--- src/rtl/mac_stream_driver.sv ---
// mac_stream_driver: length-prefixed multiply-accumulate front end.
// A start seeds the accumulator with a mode-selected bias. Each accepted
// (activation, weight) beat then adds one fixed-point product term.
// The finished sum is held on a valid/ready output until it is consumed.

// Single term: signed a*b, rescaled by the weight's fractional bits,
// truncated back to the accumulator width.
module mac_term #(
  parameter int DATA_W = 24,
  parameter int COEF_W = 16,
  parameter int FRAC_B = 8
) (
  input  logic [DATA_W-1:0] a,
  input  logic [COEF_W-1:0] b,
  output logic [DATA_W-1:0] term
);
  localparam int PW = DATA_W + COEF_W;

  logic signed [PW-1:0] a_x, b_x, prod;

  // Sign-extend both operands to full product width so the multiply is exact
  assign a_x  = {{COEF_W{a[DATA_W-1]}}, a};
  assign b_x  = {{DATA_W{b[COEF_W-1]}}, b};
  assign prod = a_x * b_x;

  // Arithmetic shift keeps the sign; the low DATA_W bits are the term (wraps)
  assign term = DATA_W'(prod >>> FRAC_B);
endmodule

module mac_stream_driver #(
  parameter int DATA_W = 24,
  parameter int COEF_W = 16,
  parameter int FRAC_B = 8,
  parameter int LEN_W  = 8
) (
  input  logic              clk,
  input  logic              rst_n,
  input  logic              start,
  input  logic [LEN_W-1:0]  len,
  input  logic              mode,
  input  logic [DATA_W-1:0] bias0,
  input  logic [DATA_W-1:0] bias1,
  input  logic              in_valid,
  output logic              in_ready,
  input  logic [DATA_W-1:0] in_a,
  input  logic [COEF_W-1:0] in_b,
  output logic              out_valid,
  input  logic              out_ready,
  output logic [DATA_W-1:0] out_data,
  output logic              out_mode,
  output logic              busy
);
  typedef enum logic [1:0] {
    IDLE = 2'd0,
    ACC  = 2'd1,
    DONE = 2'd2
  } state_t;

  state_t            state_q, state_d;
  logic [DATA_W-1:0] acc_q;
  logic [LEN_W-1:0]  len_q;
  logic [LEN_W-1:0]  cnt_q;
  logic              mode_q;
  logic [DATA_W-1:0] term;
  logic              beat;
  logic              last_beat;

  mac_term #(
    .DATA_W (DATA_W),
    .COEF_W (COEF_W),
    .FRAC_B (FRAC_B)
  ) u_term (
    .a    (in_a),
    .b    (in_b),
    .term (term)
  );

  // A beat is an accepted term; in_ready is simply "in ACC".
  // cnt_q only reaches len-1 (<= 2^LEN_W-2), so it never wraps before the compare.
  assign beat      = (state_q == ACC) && in_valid;
  assign last_beat = beat && (cnt_q == (len_q - LEN_W'(1)));

  // Handshake outputs decode registered state only
  assign in_ready  = (state_q == ACC);
  assign out_valid = (state_q == DONE);
  assign busy      = (state_q != IDLE);
  assign out_data  = acc_q;
  assign out_mode  = mode_q;

  // State register
  always_ff @(posedge clk) begin
    if (!rst_n) state_q <= IDLE;
    else        state_q <= state_d;
  end

  // Next-state: start only in IDLE, finish on last beat, drain on out_ready
  always_comb begin
    state_d = state_q;
    case (state_q)
      IDLE: if (start)     state_d = (len == '0) ? DONE : ACC;
      ACC:  if (last_beat) state_d = DONE;
      DONE: if (out_ready) state_d = IDLE;
      default:             state_d = IDLE;
    endcase
  end

  // Datapath: latch run parameters on start, accumulate on beats; acc_q
  // is untouched in DONE, so the result stays stable under backpressure
  always_ff @(posedge clk) begin
    if (!rst_n) begin
      acc_q  <= '0;
      len_q  <= '0;
      cnt_q  <= '0;
      mode_q <= 1'b0;
    end else begin
      case (state_q)
        IDLE: if (start) begin
          len_q  <= len;
          mode_q <= mode;
          acc_q  <= mode ? bias1 : bias0;
          cnt_q  <= '0;
        end
        ACC: if (beat) begin
          acc_q <= acc_q + term;
          cnt_q <= cnt_q + LEN_W'(1);
        end
        default: ;
      endcase
    end
  end
endmodule

--- config.mk ---
export PLATFORM = sky130hd
export DESIGN_NAME = mac_stream_driver
export DESIGN_NICKNAME = d
export VERILOG_FILES = /design/src/rtl/mac_stream_driver.sv
export SDC_FILE = /design/constraint.sdc
export NUM_CORES = 1
export LEC_CHECK = 0
export ABC_AREA = 1
export BUFFER_PORTS_ARGS = -buffer_cell sky130_fd_sc_hd__buf_4
export CORE_MARGIN = 3
export CORE_UTILIZATION = 45
export CTS_CLUSTER_DIAMETER = 50
export CTS_CLUSTER_SIZE = 12
export DETAILED_ROUTE_END_ITERATION = 7
export HOLD_SLACK_MARGIN = 0.1
export SETUP_SLACK_MARGIN = 0.2
export SLEW_MARGIN = 25
export SYNTH_ARGS = -nofsm -noshare
export SYNTH_HDL_FRONTEND = slang
export SYNTH_HIERARCHICAL = 1
export SYNTH_SLANG_ARGS = --single-unit
--- constraint.sdc ---
create_clock -name clk -period 14.8 [get_ports clk]
set_input_delay 0.74 -clock clk [delete_from_list [all_inputs] [get_ports clk]]
set_output_delay 0.74 -clock clk [all_outputs]
set_load 0.005 [all_outputs]
==> parameters.txt <==
Parameter                              Value

Run
  Max Cap Viol ... 0

Synthesis
  Number of enable flip-flop cells after synthesis ... 0
  Synthesized netlist cell count ... 2400
  Sequential element share of the synthesized area ... under 10%
  Synthesized area per cell ... slightly below 7 sq um
  Net count of the mapped netlist ... approximately 2900
  Distinct cells, synth ... 46
  Synth top area share ... a little over a third
  Leading cell types by total area after synthesis ... fa_1, inv_1, nand2_1, ha_1, dfxtp_1
  Top cell types by occurrence after synthesis ... inv_1, nand2_1, fa_1
  Yosys Warn Count ... 6
  Most instantiated flip-flop cell in the synthesis netlist ... dfxtp_1
  Share of async-settable or async-resettable flops after synthesis ... 0%
  Total standard cell area after synthesis ... 16400 sq um
  Most frequently used cell type in the post-synthesis netlist ... inv_1
  #FFs+latches synth ... between 40 and 50
  Yosys top cell by area ... fa_1

GRT
  Number of antenna violations at the first check in global routing ... 0
  Overall fraction of global-route tracks in use ... around a quarter
  Largest net degree at the start of global routing ... 57
  Grt total ovfl ... 0
  Vias in the first global route ... 14800
  Wire length of the first global-routing pass ... approximately 74 mm

Die
  Standard-cell row count ... 69
  Full die area ... 38700 sq um
  Number of ports placed on the die boundary ... 130
  Initial standard-cell utilization of the core ... between 40% and 50%
  Chip Width ... around 200 um
  Die height ... 197 um
  Area of the placeable core ... between 30000 and 40000 sq um

Timing
  Final Max Tran Viols ... 0
  Transition time at the pin with the least slew margin ... 0.702 ns
  Final Critical Period ... 7.57 ns
  Max-slew headroom ... between 50% and 60%
  Hold violation total from the final report ... 0
  Fin crit share ... 51.1%
  Maximum operating frequency ... 132 MHz
  Setup TNS ... 0 ns
  Unrepaired setup endpoints after global routing ... no
  Worst clock skew on the final layout ... between 0.01 and 0.015 ns
  Setup-violating endpoint count in the final report ... 0

Final layout
  Layout cells sized above 1 ... 6.82%
  Core occupancy in the finished layout ... between 40% and 50%
  Number of filler cells placed in the layout ... between 3000 and 4000
  Seq. cell area ... about 860 sq um
  Area growth from synthesis to final layout ... 8.23%
  Number of diodes ... 0
  Total area of multi-input combinational cells ... around 13000 sq um
  Final net count ... roughly 3000

Critical path
  Launch point of the critical path ... in_b[7]
  RR Startpoint ... state_q[1]$_SDFFE_PN0P_
  Sort of element at the start of the critical path ... primary input
  Depth of the worst register-to-register path ... 11
  FF-to-FF End ... cnt_q[7]$_SDFFE_PN0P_
  Kind of critical path ... primary input to flop
  Data arrival time of the critical path ... around 7.8 ns
  Slowest library cell on the worst path ... fa_1
  R2R setup slack ... around 13 ns
  Worst setup EP type ... flop
  Critical path fanouts, max ... 26
  Data required time of the critical path ... ~15 ns
  Critical path's largest stage delay ... roughly 0.55 ns

Route
  Via density per instance ... approximately 4.9
  Final antenna-violating net count ... 0
  Final wirelength ... between 40 and 50 mm
  Average wire per standard cell ... roughly 15 um
  DRC violations left ... 0
  First drt pass iteration count ... 5
  Total via count in the routed design ... between 10000 and 15000
  Number of DRC markers in iteration 0 ... ~800

Worst hold path
  End point of the most critical hold path ... len_q[1]$_SDFFE_PN0P_
  Hold Crit Start ... len_q[1]$_SDFFE_PN0P_
  Worst hold path depth ... 2
  Path category of the worst min-delay check ... flop to flop

CTS
  H-Tree Level Count ... 2
  Clock tree root buffer cell ... clkbuf_16
  Number of buffers on the longest clock path ... 2
  CTS tree ... yes
  Register clock-pin slew on the reported worst setup and hold paths ... about 0.070 ns
  Post-cts resize count ... 0
  Sinks on Clock Net ... 43
  Post-CTS Hold Fix Bufs ... 0
  Inserted Clock Buffers ... 5
  Worst skew pair latency ... 0.30 ns
  Postcts setup bufs ... 0

Place
  Total of buffers placed on input and output ports ... approximately 130
  Post-DP HPWL ... approximately 37 mm
  Final weighted congestion of routability-driven global placement ... 0.955

Status
  Outcome ... finished clean
cells by family after synthesis:
logic type                 after synthesis  synth area share (%)
AOI/OAI and AO/OA                      215                  7.20
xor gates and xnor gates                37                  2.02
adders and majority gates              410                  45.0
buffers and inverters                  784                  18.1
DFF                                     43                  5.25
and+or+nand+nor                        911                  22.4
cell type report:
cell class | count | area share (%)
multi-input combinational | 1573 | 70.9
clock buffer | 5 | 0.706
inverter | 693 | 14.7
clock inverter | 2 | 0.0776
timing repair buffer | 131 | 5.55
tap | 461 | 3.25
sequential | 43 | 4.86
through the flow:
stage,area [sq um],worst slack [ns],hold WS [ns],cells
2_1_floorplan,16400,7.83,0.448,2400
3_3_place_gp,17600,7.00,0.470,2901
3_5_place_dp,17600,7.00,0.479,2901
4_1_cts,17700,7.30,0.488,2908
5_1_grt,17700,6.86,0.528,2908
6_report,17700,7.23,0.488,2908
critical path, delay by kind of cell:
kind	cells	cell delay (ns)
AOI/OAI and AO/OA	2	0.17
and+or+nand+nor	13	2.20
adders and majority gates	8	3.80
xor gates and xnor gates	1	0.15
buffers and inverters	7	0.68
registers in the layout, summed over array words and instances, names as in the netlist:
signal and cells:
state_q 2, out_data 24, len_q 8, cnt_q 8, out_mode 1
how the worst max path moves through the flow:
stage | to | slack, ns | cells after the start
3_3_place_gp | out_data[19]$_SDFFE_PN0P_ | 7.00 | 31
4_1_cts | out_data[19]$_SDFFE_PN0P_ | 7.30 | 31
2_1_floorplan | out_data[16]$_SDFFE_PN0P_ | 7.83 | 32
3_5_place_dp | out_data[19]$_SDFFE_PN0P_ | 7.00 | 31
5_1_grt | out_data[16]$_SDFFE_PN0P_ | 6.86 | 31
6_report | out_data[19]$_SDFFE_PN0P_ | 7.23 | 31
layout by cell type (no fill, tap or decap), types with 10 or more instances in the layout:
cell type,instances
inv_1,690
nand2_1,655
fa_1,299
nor2_1,135
buf_4,131
ha_1,111
o21ai_0,96
a21oi_1,76
nand3_1,68
dfxtp_1,43
xor2_1,26
xnor2_1,10
a31oi_1,10
nand4_1,10
per-layer routing:
layer	track usage (%)	wire (um)	vias up
met1	32.1	19800	6870
li1	-	-	6997
met4	4.86	900	0
met5	0	0	-
met3	1.76	1490	61
met2	40.7	21600	274
Power is not shown: default switching activity piles up to over one toggle a cycle in this logic, so the estimate is an artifact.
